`src/rtl/writeback_pkg.sv`:
```
`default_nettype none
// ============================================================================
// Module      : writeback_pkg
// Description : Shared definitions for the writeback stage: data widths,
//               opcode constants, N/Z/P condition-code encodings, FSM states
//               and the register-writing opcode decode helper.
// Revision    : 1.0 - initial release
// ============================================================================
package writeback_pkg;

  localparam int PC_WIDTH     = 16;
  localparam int OPCODE_WIDTH = 8;
  localparam int REG_WIDTH    = 16;

  // Opcode encodings shared with the rest of the pipeline
  localparam logic [OPCODE_WIDTH-1:0] ADD_D  = 8'h01;
  localparam logic [OPCODE_WIDTH-1:0] ADDI_D = 8'h02;
  localparam logic [OPCODE_WIDTH-1:0] AND_D  = 8'h03;
  localparam logic [OPCODE_WIDTH-1:0] ANDI_D = 8'h04;
  localparam logic [OPCODE_WIDTH-1:0] MOV    = 8'h05;
  localparam logic [OPCODE_WIDTH-1:0] MOVI_D = 8'h06;
  localparam logic [OPCODE_WIDTH-1:0] LDW    = 8'h07;
  localparam logic [OPCODE_WIDTH-1:0] STW    = 8'h08;
  localparam logic [OPCODE_WIDTH-1:0] BRN    = 8'h09;
  localparam logic [OPCODE_WIDTH-1:0] BRZ    = 8'h0A;
  localparam logic [OPCODE_WIDTH-1:0] BRP    = 8'h0B;
  localparam logic [OPCODE_WIDTH-1:0] JMP    = 8'h0C;
  localparam logic [OPCODE_WIDTH-1:0] JSR    = 8'h0D;
  localparam logic [OPCODE_WIDTH-1:0] JSRR   = 8'h0E;

  // Condition-code encodings {N,Z,P}
  localparam logic [2:0] CC_N = 3'b100;
  localparam logic [2:0] CC_Z = 3'b010;
  localparam logic [2:0] CC_P = 3'b001;

  // Writeback FSM state encoding
  typedef enum logic [0:0] {
    ST_IDLE = 1'b0,
    ST_RUN  = 1'b1
  } wb_state_t;

  // True for opcodes that commit a result to the register file
  function automatic logic wb_writes_reg(input logic [OPCODE_WIDTH-1:0] op);
    logic w_hit;
    w_hit = 1'b0;
    case (op)
      ADD_D, ADDI_D, AND_D, ANDI_D, MOV, MOVI_D, LDW: w_hit = 1'b1;
      default:                                        w_hit = 1'b0;
    endcase
    return w_hit;
  endfunction

endpackage : writeback_pkg
`default_nettype wire

```
`src/rtl/wb_ccgen.sv`:
```
`default_nettype none
// ============================================================================
// Module      : wb_ccgen
// Description : Combinational N/Z/P condition-code derivation from a
//               register-width data word (sign bit first, then zero test).
// Revision    : 1.0 - initial release
// ============================================================================
module wb_ccgen
  import writeback_pkg::*;
(
  input  logic [REG_WIDTH-1:0] data,
  output logic [2:0]           cc
);

  // Negative wins over zero; anything else is positive
  always_comb begin
    cc = CC_P;
    if (data[REG_WIDTH-1])
      cc = CC_N;
    else if (data == '0)
      cc = CC_Z;
  end

endmodule : wb_ccgen
`default_nettype wire

```
`src/rtl/writeback.sv`:
```
`default_nettype none
// ============================================================================
// Module      : writeback
// Description : Writeback pipeline stage. Commits ALU/load results to the
//               decode register file on the falling clock edge so decode can
//               consume them on the following rising edge, and tracks the
//               last committed N/Z/P flags.
//               Optional macro WB_STATS_EN adds 32-bit retired-instruction
//               and squashed-slot counters.
// Revision    : 1.0 - initial release
// ============================================================================
module writeback
  import writeback_pkg::*;
(
  input  logic                    I_CLOCK,
  input  logic                    I_RESET_N,
  input  logic                    I_LOCK,
  input  logic [PC_WIDTH-1:0]     I_PC,
  input  logic [OPCODE_WIDTH-1:0] I_Opcode,
  input  logic [3:0]              I_DestRegIdx,
  input  logic [REG_WIDTH-1:0]    I_ALUOut,
  input  logic [REG_WIDTH-1:0]    I_MemOut,
  input  logic                    I_FetchStall,
  input  logic                    I_DepStall,
  output logic                    O_WriteBackEnable,
  output logic [3:0]              O_WriteBackRegIdx,
  output logic [REG_WIDTH-1:0]    O_WriteBackData,
  output logic [2:0]              O_CondCode,
  output logic                    O_LOCK
`ifdef WB_STATS_EN
  ,
  output logic [31:0]             O_RetireCount,
  output logic [31:0]             O_BubbleCount
`endif
);

  wb_state_t              r_state;
  logic                   w_valid;
  logic                   w_bubble;
  logic                   w_write;
  logic [REG_WIDTH-1:0]   w_wb_data;
  logic [2:0]             w_cc;

  // PC is carried for debug visibility only; it never affects the result
  logic w_unused_pc;
  assign w_unused_pc = ^I_PC;

  // Slot qualification: a running pipeline with no bubble of either kind
  always_comb begin
    w_valid   = I_LOCK & ~I_FetchStall & ~I_DepStall;
    w_bubble  = I_LOCK & (I_FetchStall | I_DepStall);
    w_write   = w_valid & wb_writes_reg(I_Opcode);
    w_wb_data = (I_Opcode == LDW) ? I_MemOut : I_ALUOut;
  end

  wb_ccgen u_ccgen (
    .data (w_wb_data),
    .cc   (w_cc)
  );

  // Stage FSM and registered outputs; enable is a single-cycle pulse and
  // index/data/flags only move on a real write
  always_ff @(negedge I_CLOCK or negedge I_RESET_N) begin
    if (!I_RESET_N) begin
      r_state           <= ST_IDLE;
      O_WriteBackEnable <= 1'b0;
      O_WriteBackRegIdx <= 4'd0;
      O_WriteBackData   <= '0;
      O_CondCode        <= CC_Z;
      O_LOCK            <= 1'b0;
    end else begin
      O_LOCK <= I_LOCK;
      case (r_state)
        ST_IDLE: if (I_LOCK)  r_state <= ST_RUN;
        ST_RUN:  if (!I_LOCK) r_state <= ST_IDLE;
        default:              r_state <= ST_IDLE;
      endcase
      // A slot arriving with I_LOCK low is never valid, which squashes
      // the RUN->IDLE slot and keeps enable low throughout IDLE
      O_WriteBackEnable <= w_write;
      if (w_write) begin
        O_WriteBackRegIdx <= I_DestRegIdx;
        O_WriteBackData   <= w_wb_data;
        O_CondCode        <= w_cc;
      end
    end
  end

`ifdef WB_STATS_EN
  // Free-running wrap-around statistics counters
  always_ff @(negedge I_CLOCK or negedge I_RESET_N) begin
    if (!I_RESET_N) begin
      O_RetireCount <= 32'd0;
      O_BubbleCount <= 32'd0;
    end else begin
      if (w_valid)  O_RetireCount <= O_RetireCount + 32'd1;
      if (w_bubble) O_BubbleCount <= O_BubbleCount + 32'd1;
    end
  end
`endif

endmodule : writeback
`default_nettype wire

```
`config.mk`:
```
export PLATFORM = sky130hd
export DESIGN_NAME = writeback
export DESIGN_NICKNAME = d
export VERILOG_FILES = /design/src/rtl/writeback_pkg.sv /design/src/rtl/wb_ccgen.sv /design/src/rtl/writeback.sv
export SDC_FILE = /design/constraint.sdc
export NUM_CORES = 1
export LEC_CHECK = 0
export ABC_AREA = 1
export BUFFER_PORTS_ARGS = -buffer_cell sky130_fd_sc_hd__buf_4
export CAP_MARGIN = 20
export CORE_UTILIZATION = 25
export DETAILED_ROUTE_END_ITERATION = 12
export GPL_ROUTABILITY_DRIVEN = 0
export MAX_ROUTING_LAYER = met4
export REMOVE_ABC_BUFFERS = 1
export SLEW_MARGIN = 20
export SYNTH_ARGS = -nofsm -noshare
export SYNTH_HDL_FRONTEND = slang
export SYNTH_SLANG_ARGS = --single-unit
```
`constraint.sdc`:
```
create_clock -name I_CLOCK -period 0.9 [get_ports I_CLOCK]
set_input_delay 0.045 -clock I_CLOCK [delete_from_list [all_inputs] [get_ports I_CLOCK]]
set_output_delay 0.045 -clock I_CLOCK [all_outputs]
set_load 0.01 [all_outputs]
```
==> out/metrics.yaml, run 1 <==
status: "complete, but fails checks"
violations: "setup timing"
multiInputGateArea_um2: 828
start_util: 0.266
fin_ws_ns: -0.660
crit_buf_inv: 2
cap_violations: 0
min_path_type: "in2reg"
die_w_um: 73.8
dieArea_um2: 5450
synth.mux.area_fraction: 0
antenna_found_initial: 0
area_growth_pct: 115
synthDistinctLibCells: 18
ios: 90
crit_type: "in2reg"
synth_most_common_cell: "nand2_1"
rsz0062_at_grt: "true"
worst-endpoint-arrival_ns: 1.25
relSlewSlack: 0.594
vias_per_cell: 4.45
clock-root-buffer: "clkbuf_8"
drive_gt1_frac: 0.639
synth_warnings: 0
synth_fa_ha_area_frac: 0
crit_path_end_kind: "flop"
critPathMaxStageDelay_ns: 0.20
yosys_register_bits: 24
total_power_mw: 3.19
clock_path_buffers: 2
timing.final.max_slew_violations: 0
dr.first_iter.drc_count: 37
synth-compound-area-share: 0.0728
finalClockSkew_ns: 0
tns_ns: -24.06
grt_max_degree: 17
final_net_count: 357
synth_edf_count: 0
ys.flop_type: "dfrtn_1"
ant_nets: 0
design_area_um2: 2780
hold_ws_ns: 0.207
vdd_drop_max_mv: 0.654
wl_met3_um: 188
syn-cell-area_um2: 1290
diodes: 0
clk_latency_ns: 0.28
wl_met2_um: 2300
die-height_um: 73.8
synth_xor_xnor_area_share: 0
dp_hpwl_um: 3020
io_buffers: 73
synth_cells: 163
h-tree-depth: 1
cpMaxStageDelayCell: "nor2_8"
synth_common_cells: "nand2_1, nor2_1, dfrtn_1"
rows: 25
fillers: 428
cp_max_fo: 8
setup_viol: 48
core_area_um2: 4850
synth_area_leaders: "dfrtn_1, nand2_1, nor2_1"
tightest_slew_ns: 0.604
crit_path_frequent_cell: "nand2_1"
routed.top_layer: "met4"
syn_avg_cell_area_um2: 7.91
path_cells: "buf_4, inv_4, nand2_4, nor2_8, nand2_8, nand2_4, nand2_2, nor2_2, nand2_1, nor2_2, nand2_1, nand2_1, nand2_1"
cts.sinks: 24
timing_hold_violations_final: 0
grt_overflow: 0
grtUsageTotal: 0.161
grt_pass1_vias: 1495
r2r_slack_ns: -0.05
synth_top_family_by_area: "simple AND/OR/NAND/NOR gates"
critical-path-top-delay-family: "simple AND/OR/NAND/NOR gates"
drc: 0
power_density_nw_per_um2: 1150
totalWireLength_um: 4460
async_reset_ff_frac: 1.00
startpoint_type: "input port"
m1WireLength_um: 1950
num_vias: 1592
wire_per_inst_um: 12.5
dpl_cell_area_um2: 2220
grt_pass1_wl_um: 6450
synthDominantCellAreaShare: 0.447
clk_pin_slew_ns: 0.07
place_ws_ns: -0.970
tritoncts: "built"
synth_simple_gate_area_frac: 0.397
numCtsBuffers: 3
dr.pass1.iters: 4
ys_seq_area_frac: 0.467
regArea_um2: 602
worstPathRequired_ns: 0.59
p_leak_nw: 1.41
synth_top_cell_by_area: "dfrtn_1"
area by class of cell:
class / count / area share
Clock inverter: 1 / 0.00135
Tap cell: 67 / 0.0302
Clock buffer: 4 / 0.0239
Inverter: 6 / 0.0171
Sequential cell: 24 / 0.217
Timing Repair Buffer: 130 / 0.412
Multi-Input combinational cell: 126 / 0.298
state kept, by name (all words and copies together) (netlist names):
register and count:
O_CondCode 2, O_LOCK 1, O_WriteBackData 16, O_WriteBackEnable 1, O_WriteBackRegIdx 4
placed cells by master (no fill, tap or decap), drive strengths merged:
| master | n |
|---|---|
| buf | 128 |
| and3 | 1 |
| inv | 6 |
| clkbuf | 5 |
| dfrtn | 23 |
| clkinv | 1 |
| a31oi | 15 |
| dlygate4sd3 | 1 |
| nand3 | 17 |
| nand2 | 61 |
| dfstp | 1 |
| nor2 | 30 |
| nor3 | 2 |
kinds of logic (layout without fill, tap and decap cells):
group / count (synthesis) / in the layout
buf+inv: 14 / 141
compound gates: 15 / 15
flops: 24 / 24
simple gates: 110 / 111
worst paths after layout:
kind	start	to	cells after the start
worst max-delay path	I_Opcode[3]	O_CondCode[0]$_DFFE_NN0P_	13
worst min-delay path	I_LOCK	O_LOCK$_DFF_NN0_	1
worst max register to register	O_WriteBackData[6]$_DFFE_NN0P_	O_WriteBackData[6]$_DFFE_NN0P_	4
worst min register to register	O_WriteBackRegIdx[2]$_DFFE_NN0P_	O_WriteBackRegIdx[2]$_DFFE_NN0P_	2
max in group asynchronous	I_RESET_N	O_WriteBackData[12]$_DFFE_NN0P_	3
min in group asynchronous	I_RESET_N	O_CondCode[0]$_DFFE_NN0P_	2
routing by layer:
metal,track usage,vias up
li1,-,790
met1,0.186,753
met2,0.292,47
met3,0.0178,2
met4,0.0513,0
met5,-,-
through the flow:
stage               std cells  utilization
finish                    358        0.573
CTS                       352        0.530
global placement          336        0.458
global route              358        0.573
detailed placement        336        0.458
floorplan                 156            -
worst register-to-register path: cells and delay by family, from the launching register on:
| family | cells | cell delay [ns] |
|---|---|---|
| and+or+nand+nor | 1 | 0.14 |
| DFF | 1 | 0.36 |
| AOI/OAI and AO/OA | 1 | 0.04 |
| buffers and inverters | 2 | 0.26 |
power breakdown:
part | switching, mW | internal, mW | leakage, nW | total (mW)
Combinational | 0.396 | 0.622 | 1.05 | 1.02
Clock | 0.405 | 0.489 | 0.0392 | 0.894
Sequential | 0.0772 | 1.20 | 0.318 | 1.28
what timing repair did:
item                       4_1_cts  5_1_grt
resized for setup               44       35
hold endpoints to repair         8        0
hold buffers                     1        0
setup buffers                    9        6
pin swaps                        4       14
cloned                           2        2
setup endpoints to repair       48       48
(Power assumes the default switching activity.)
==> run 2: changes to the inputs <==
CELL_PAD_IN_SITES_DETAIL_PLACEMENT = 1   (was unset)
CELL_PAD_IN_SITES_GLOBAL_PLACEMENT = 1   (was unset)
PLACE_DENSITY_LB_ADDON = 0.1   (was unset)
==> out/metrics.yaml, run 2 (synthesis gave the netlist of run 1 again) <==
drc: 0  # unchanged
dpl_cell_area_um2: 2100  # was 2220 um^2
numCtsBuffers: 3  # unchanged
worst-endpoint-arrival_ns: 1.24  # was 1.25 ns
num_vias: 1505  # was 1592
design_area_um2: 2620  # was 2780 um^2
tightest_slew_ns: 0.334  # was 0.604 ns
min_to: "O_LOCK$_DFF_NN0_"  # unchanged
drive_gt1_frac: 0.614  # was 0.639
dieArea_um2: 5450  # unchanged
clk_pin_slew_ns: 0.06  # was 0.07 ns
fin_ws_ns: -0.661  # was -0.660 ns
start_util: 0.266  # unchanged
vias_per_cell: 4.38  # was 4.45
min_path_type: "in2reg"  # unchanged
p_leak_nw: 1.34  # was 1.41 nW
antenna_found_initial: 0  # unchanged
dp_hpwl_um: 3200  # was 3020 um
totalWireLength_um: 4720  # was 4460 um
p_sw_uw: 801  # was 878 uW
die_w_um: 73.8  # unchanged
rows: 25  # unchanged
clock-root-buffer: "clkbuf_8"  # unchanged
switching_share: 0.280  # was 0.275
dr.first_iter.drc_count: 41  # was 37
layout_common_cells: "buf_4, nand2_1, dfrtn_1, nor2_1, buf_6"  # was buf_4, nand2_1, dfrtn_1, buf_6, nand3_1
crit_path_frequent_cell: "nand2_1"  # unchanged
final_net_count: 343  # was 357
ios: 90  # unchanged
timing.final.max_slew_violations: 0  # unchanged
status: "complete, but fails checks"  # unchanged
cpMaxStageDelayCell: "nor2_8"  # unchanged
cap_violations: 0  # unchanged
power_density_nw_per_um2: 1090  # was 1150 nW/um^2
power.share.combinational: 0.317  # was 0.319
regMostFlops: "O_WriteBackData"  # unchanged
reg_top3: "O_WriteBackData (16), O_WriteBackRegIdx (4), O_CondCode (2)"  # unchanged
worstHoldStart: "I_LOCK"  # unchanged
area_growth_pct: 103  # was 115%
critical-path-top-delay-family: "simple AND/OR/NAND/NOR gates"  # unchanged
seq_power_share: 0.448  # was 0.401
ant_nets: 0  # unchanged
crit_buf_inv: 2  # unchanged
finalNonFillerCells: 344  # was 358
placedCellCount: 322  # was 336
clk_latency_ns: 0.27  # was 0.28 ns
wire_per_inst_um: 13.7  # was 12.5 um
reg2reg_from: "O_WriteBackData[0]$_DFFE_NN0P_"  # was O_WriteBackData[6]$_DFFE_NN0P_
r2r_slack_ns: 0.02  # was -0.05 ns
grtUsageTotal: 0.171  # was 0.161
final_common_cell: "buf_4"  # unchanged
worstPathRequired_ns: 0.58  # was 0.59 ns
dr.pass1.iters: 4  # unchanged
largest_reg_flops: 16  # unchanged
intPower_mw: 2.06  # was 2.31 mW
diodes: 0  # unchanged
grt_overflow: 0  # unchanged
grt_max_degree: 17  # unchanged
crit_type: "in2reg"  # unchanged
io_buffers: 73  # unchanged
rsz0062_at_grt: "true"  # unchanged
die-height_um: 73.8  # unchanged
worstReg2RegEnd: "O_WriteBackData[0]$_DFFE_NN0P_"  # was O_WriteBackData[6]$_DFFE_NN0P_
vdd_drop_max_mv: 0.584  # was 0.654 mV
whs_path_depth: 1  # unchanged
path_cells: "buf_6, inv_4, nand2_4, nor2_8, nand2_8, nand2_4, nand2_2, nor2_2, nand2_1, nor2_2, nand2_1, nand2_1, nand2_1"  # was buf_4, inv_4, nand2_4, nor2_8, nand2_8, nand2_4, nand2_2, nor2_2, nand2_1, nor2_2, nand2_1, nand2_1, nand2_1
power_frac_clock: 0.234  # was 0.280
clock_path_buffers: 2  # unchanged
grt_pass1_wl_um: 6740  # was 6450 um
tritoncts: "built"  # unchanged
cp_max_fo: 8  # unchanged
setup_viol: 48  # unchanged
crit_path_end_kind: "flop"  # unchanged
timing_hold_violations_final: 0  # unchanged
fillers: 593  # was 428
h-tree-depth: 1  # unchanged
startpoint_type: "input port"  # unchanged
relSlewSlack: 0.776  # was 0.594
finalClockSkew_ns: 0  # unchanged
core_area_um2: 4850  # unchanged
cts.sinks: 24  # unchanged
grt_pass1_vias: 1503  # was 1495
violations: "setup timing"  # unchanged
critPathMaxStageDelay_ns: 0.21  # was 0.20 ns
reg2reg_depth: 3  # was 4
==> run 2: cell types whose count changed in the layout (fill, tap and decap cells not counted), sizes merged <==
cell,previous run,this run
buf,128,114
clkinv,1,0
inv,6,7
==> run 2: how the worst max path moves through the flow <==
stage                                 endpoint         from  slack (ns)  depth (start not counted)
2_1_floorplan        O_CondCode[0]$_DFFE_NN0P_  I_Opcode[6]       -0.79                         12
3_3_place_gp   O_WriteBackData[15]$_DFFE_NN0P_  I_Opcode[6]       -0.94                         10
3_5_place_dp         O_CondCode[0]$_DFFE_NN0P_  I_Opcode[6]       -0.96                         13
4_1_cts              O_CondCode[0]$_DFFE_NN0P_  I_Opcode[3]       -0.60                         13
5_1_grt              O_CondCode[0]$_DFFE_NN0P_  I_Opcode[0]       -0.74                         12
6_report             O_CondCode[0]$_DFFE_NN0P_  I_Opcode[3]       -0.66                         13
==> run 2: area by class of cell <==
type                       count  area, um^2  area share
inverter                       6        40.0      0.0153
timing repair buffer         116        1030       0.392
clock buffer                   4        45.0      0.0172
tap                           67        83.8      0.0320
clock inverter                 1        3.75     0.00143
sequential                    24         602       0.230
multi-input combinational    126         818       0.312
==> run 2: worst reg2reg max path: stages (launching register included) <==
cell,delay [ns]
dfrtn_1,0.36
buf_4,0.14
nor2_1,0.19
a31oi_4,0.04
==> run 2: power by group through the flow <==
stage	Clock [mW]	Combinational [mW]	Sequential, mW
global placement	0.0139	0.685	1.29
CTS	0.696	0.779	1.27
finish	0.669	0.907	1.28
global route	0.740	0.986	1.29
floorplan	0.0139	0.190	1.33
detailed placement	0.0139	0.697	1.29
==> run 2: timing repair <==
item                                    4_1_cts  5_1_grt
gates resized for setup                      38       35
endpoints found under the setup margin       48       48
pin swaps                                     4       20
buffers inserted                              5        9
hold buffers                                  1        0
hold endpoints to repair                      7        0
cloned                                        1        2
==> run 2: through the flow <==
| stage | setup TNS (ns) | hold slack, ns | setup slack, ns | utilization | power [mW] |
|---|---|---|---|---|---|
| final | -23.61 | 0.221 | -0.661 | 0.540 | 2.86 |
| after global routing | -25.32 | 0.208 | -0.739 | 0.540 | 3.02 |
| after CTS | -21.84 | 0.211 | -0.604 | 0.486 | 2.75 |
| after detailed placement | -23.41 | 0.222 | -0.962 | 0.433 | 2.00 |
| after global placement | -22.98 | 0.224 | -0.941 | 0.433 | 1.99 |
| after floorplan | -16.85 | 0.0908 | -0.794 | - | 1.54 |
==> run 2: per-layer routing <==
metal,track usage,share of wire,vias up
met2,0.308,0.53,41
met5,-,0,-
met1,0.198,0.43,701
li1,-,-,761
met3,0.0233,0.039,2
met4,0.0449,0.0055,0
